[config.mk]
export PLATFORM = sky130hd
export DESIGN_NAME = capture_sequencer
export DESIGN_NICKNAME = d
export VERILOG_FILES = /design/src/rtl/capture_sequencer.sv
export SDC_FILE = /design/constraint.sdc
export NUM_CORES = 1
export LEC_CHECK = 0
export CAP_MARGIN = 40
export CORE_UTILIZATION = 37
export DETAILED_ROUTE_END_ITERATION = 10
export GPL_ROUTABILITY_DRIVEN = 0
export GPL_TIMING_DRIVEN = 1
export HOLD_SLACK_MARGIN = 0.08
export SETUP_SLACK_MARGIN = 0.2
export SKIP_CTS_REPAIR_TIMING = 1
export SLEW_MARGIN = 15
export SYNTH_ARGS = -nofsm -noshare
export SYNTH_HDL_FRONTEND = slang
export SYNTH_SLANG_ARGS = --single-unit
export TNS_END_PERCENT = 30
[constraint.sdc]
create_clock -name clk -period 26.4 [get_ports clk]
set_clock_uncertainty 0.15 [all_clocks]
set_input_delay 5.28 -clock clk [delete_from_list [all_inputs] [get_ports clk]]
set_output_delay 5.28 -clock clk [all_outputs]
set_load 0.01 [all_outputs]
[src/rtl/capture_sequencer.sv]
// rtl/capture_sequencer.sv - logic-analyser capture sequencer: sample strobe and dense channel packing
// Optional trigger qualification in ARM is enabled by defining CAPTURE_SEQ_TRIGGER_EN.

module capture_sequencer #(
  parameter int DIV_WIDTH = 8,
  parameter int NCH       = 16
) (
  input  logic                 clk,
  input  logic                 rst,
  input  logic                 start,
  input  logic                 stop,
  input  logic [DIV_WIDTH-1:0] divisor,
  input  logic [NCH-1:0]       chan_mask,
  input  logic [NCH-1:0]       sample_in,
`ifdef CAPTURE_SEQ_TRIGGER_EN
  input  logic [NCH-1:0]       trig_mask,
  input  logic [NCH-1:0]       trig_value,
`endif
  input  logic                 out_ready,
  output logic                 out_valid,
  output logic [15:0]          out_data,
  output logic                 sample_strobe,
  output logic                 running,
  output logic                 overflow
);

  typedef enum logic [2:0] {
    S_IDLE,
    S_ARM,
    S_RUN,
    S_FLUSH,
    S_ERROR
  } state_t;

  state_t               state;
  logic [DIV_WIDTH-1:0] cnt;
  logic [DIV_WIDTH-1:0] div_q;
  logic [NCH-1:0]       mask_q;
  logic [31:0]          acc;
  logic [4:0]           fill;

  logic [15:0]          packed_bits;
  logic [4:0]           n_bits;
  logic [31:0]          acc_sum;
  logic [4:0]           fill_sum;
  logic [4:0]           fill_after;
  logic                 word_done;
  logic                 tick;
  logic                 capture;
  logic                 lose;

  // Enabled channels are gathered in ascending index order into the low bits.
  always_comb begin
    packed_bits = '0;
    n_bits      = '0;
    for (int i = 0; i < NCH; i++) begin
      if (mask_q[i]) begin
        packed_bits[n_bits[3:0]] = sample_in[i];
        n_bits = n_bits + 5'd1;
      end
    end
  end

  always_comb begin
    acc_sum   = acc | ({16'd0, packed_bits} << fill);
    fill_sum  = fill + n_bits;
    word_done = fill_sum[4];
    tick      = (cnt == '0);
    capture   = (state == S_RUN) && tick;
`ifdef CAPTURE_SEQ_TRIGGER_EN
    sample_strobe = tick && ((state == S_RUN) || (state == S_ARM));
    if ((state == S_ARM) && tick && !stop &&
        ((sample_in & trig_mask) == (trig_value & trig_mask)))
      capture = 1'b1;
`else
    sample_strobe = tick && (state == S_RUN);
`endif
    lose       = capture && word_done && out_valid && !out_ready;
    fill_after = capture ? (word_done ? fill_sum - 5'd16 : fill_sum) : fill;
  end

  always_ff @(posedge clk or negedge rst) begin
    if (!rst) begin
      state     <= S_IDLE;
      cnt       <= '0;
      div_q     <= '0;
      mask_q    <= '0;
      acc       <= '0;
      fill      <= '0;
      out_valid <= 1'b0;
      out_data  <= '0;
      running   <= 1'b0;
      overflow  <= 1'b0;
    end else begin
      if (out_valid && out_ready)
        out_valid <= 1'b0;

      // A completed word may load in the same cycle the held one transfers.
      if (capture && !lose) begin
        if (word_done) begin
          out_data  <= acc_sum[15:0];
          out_valid <= 1'b1;
          acc       <= acc_sum >> 16;
          fill      <= fill_sum - 5'd16;
        end else begin
          acc  <= acc_sum;
          fill <= fill_sum;
        end
      end

      case (state)
        S_IDLE: begin
          if (start && !stop && (chan_mask != '0)) begin
            state    <= S_ARM;
            running  <= 1'b1;
            div_q    <= divisor;
            mask_q   <= chan_mask;
            acc      <= '0;
            fill     <= '0;
            overflow <= 1'b0;
            cnt      <= '0;
          end
        end
        S_ARM: begin
          if (stop) begin
            state   <= S_IDLE;
            running <= 1'b0;
          end else begin
`ifdef CAPTURE_SEQ_TRIGGER_EN
            cnt <= tick ? div_q : cnt - 1'b1;
            if (capture)
              state <= S_RUN;
`else
            state <= S_RUN;
`endif
          end
        end
        S_RUN: begin
          cnt <= tick ? div_q : cnt - 1'b1;
          if (stop) begin
            running <= 1'b0;
            state   <= (fill_after != '0) ? S_FLUSH : S_IDLE;
          end
        end
        S_FLUSH: begin
          if (stop) begin
            state <= S_IDLE;
            acc   <= '0;
            fill  <= '0;
          end else if (!out_valid || out_ready) begin
            // Bits above the fill count are already zero, giving the padding.
            out_data  <= acc[15:0];
            out_valid <= 1'b1;
            acc       <= '0;
            fill      <= '0;
            state     <= S_IDLE;
          end
        end
        S_ERROR: begin
          if (stop) begin
            state    <= S_IDLE;
            overflow <= 1'b0;
          end
        end
        default: begin
          state   <= S_IDLE;
          running <= 1'b0;
        end
      endcase

      if (lose) begin
        overflow <= 1'b1;
        state    <= S_ERROR;
        running  <= 1'b0;
      end
    end
  end

endmodule
==> results.toml <==
[sta]
rsz0062_at_grt = "false"
slew_violations = 0
worstMarginPinSlew_ns = 0.915
fin_crit_sh_pct = 60.2
final.min_clock_period_ns = 15.89
finalHoldViolCount = 0
setup_ws_ns = 10.51
max_freq_mhz = 62.9
tns_ns = 0
maxSlewHeadroom_pct = 38.2
setup_viol_count_final = 0

[placement]
post-place-cells = 2167
dp_hpwl_um = 36100
placed_cell_area_um2 = 14100
io_buffers = 64
pre_cts_ws_ns = 10.60

[drt]
routed_wl_um = 47500
antenna_left = 0
first_pass_iters = 7
drt-initial-drc-count = 1981
vias = 14507
drc = 0
viasPerCell = 6.64
wl_per_cell_um = 21.8

[yosys]
yosysTopAreaCell = "dfrtp_1"
synth_cell_type_count = 110
yosysSeqAreaShare_pct = 17.2
synth_top_area_share_pct = 17.2
synth_nets = 1859
synth_edf_count = 0
synthFlopType = "dfrtp_1"
synthTopCellsByCount = "nand2_1, nor2_1, a21oi_1"
async_flop_share_pct = 100
synth_most_common_cell = "nand2_1"
avgSynthCellArea_um2 = 7.53
synthCells = 1753
syn_area_um2 = 13200
synth_seq_cells = 91
synth_warnings = 0
yosys-top-cells-area = "dfrtp_1, ha_1, nand2_1"

[global_routing]
grt_antenna_before_repair = 1
grt_use_total_pct = 25.6
grt_max_degree = 58
grt_pass1_vias = 13159
grt_overflow = 0
grt_pass1_wl_um = 74400

[cells_and_area]
final_cell_area_um2 = 14400
final_nets = 1830
drive_above_1_share_pct = 9.31
regArea_um2 = 2280
final_cell_count_no_fill = 2185
fillers = 3566
multi_input_area_um2 = 10200
area_growth_pct = 9.16

[clock_tree]
numCtsBuffers = 9
clk_latency_ns = 0.34
clkSinkCount = 91
clockBufferDepth = 2
cts_root_buf = "clkbuf_16"
htreeDepth = 3
cts_tree = "yes"
clk_pin_slew_ns = 0.07

[critical_path]
crit_family = "adder cells"
worstPathMaxFanout = 22
crit_buf_inv = 6
slowest_delay_ns = 0.81
crit_path_top_delay_cell = "nand2_1"
cp_data_arrival_time_ns = 15.96
cp-start-kind = "flip-flop"
crit_top_cell = "ha_1"
cp.required_ns = 26.47
cp-end-kind = "flip-flop"
critical_path_class = "flip-flop to flip-flop"

[die]
io-pin-count = 65
die_h_um = 191
core_um2 = 34800
rows = 68
dieArea_um2 = 36400
start_util_pct = 37.9
die_w_um = 191

[hold_path]
hp-class = "flip-flop to flip-flop"

[job]
timing.max_cap.violations = 0

[status]
status = "complete, no violations"
[cells by family after synthesis]
group / count (synthesis) / share of synthesized area (%)
AOI/OAI and AO/OA: 598 / 32.8
xor gates and xnor gates: 68 / 7.06
adders and majority gates: 61 / 5.89
buffers and inverters: 190 / 5.89
DFF: 91 / 17.2
muxes: 74 / 6.18
and+or+nand+nor: 671 / 24.9
[cells in the final DEF (no fill, tap or decap), drive strengths merged, types with 10 or more instances in the layout]
| cell | n |
|---|---|
| a221oi | 29 |
| o21ai | 102 |
| buf | 26 |
| dfrtp | 91 |
| o221ai | 14 |
| nand4 | 20 |
| clkdlybuf4s50 | 63 |
| ha | 59 |
| o211ai | 23 |
| nand2b | 12 |
| nor3 | 72 |
| a311oi | 16 |
| nor2 | 162 |
| a31oi | 35 |
| nand2 | 168 |
| a32oi | 13 |
| a211oi | 43 |
| o32ai | 11 |
| xnor3 | 11 |
| nor4 | 22 |
| or2 | 11 |
| o311ai | 11 |
| o31ai | 26 |
| xnor2 | 49 |
| o22ai | 39 |
| or3 | 21 |
| and3 | 28 |
| mux2i | 35 |
| a211o | 12 |
| or4 | 10 |
| inv | 63 |
| a21oi | 106 |
| and2 | 30 |
| nand3 | 89 |
| mux2 | 37 |
[through the flow]
step / utilization, % / hold WS (ns)
floorplan: - / 0.311
global placement: 40.3 / 0.331
detailed placement: 40.4 / 0.337
CTS: 41.4 / 0.355
global route: 41.4 / 0.380
finish: 41.4 / 0.352
[sequential cells by signal, summed over array words and instances, names as in the netlist]
register and count:
state 3, out_valid 1, fill 5, acc 32, running 1, cnt 8, div_q 8, mask_q 16
overflow 1, out_data 16
[layout make-up]
type	instances	share of cell area (%)
multi-input cells	1472	70.5
inverters	61	1.59
flip-flops and latches	91	15.8
diodes	1	0.0174
clock inverters	7	0.842
well taps	455	3.95
repair buffers	89	5.76
clock buffers	9	1.56
[per-layer routing]
layer | GRT usage (%) | up-vias | share of wire, %
met3 | 3.52 | 107 | 8.7
met4 | 9.05 | 0 | 3.5
met1 | 37.7 | 6956 | 45
met5 | 0 | - | 0
li1 | - | 6667 | -
met2 | 37.6 | 777 | 42
[worst paths after layout]
path	start	cells past startpoint	slack [ns]	to
min in group asynchronous	rst	1	4.73	acc[16]
max	mask_q[2]	64	10.51	out_data[12]
max reg2reg	mask_q[2]	64	10.51	out_data[12]
min	acc[7]	1	0.35	out_data[7]
max in group asynchronous	rst	2	20.23	cnt[4]
min reg2reg	acc[7]	1	0.35	out_data[7]
Power is left out: the tool's default activity adds up to more than one toggle a clock period on the data nets, which glitch-free logic cannot reach.
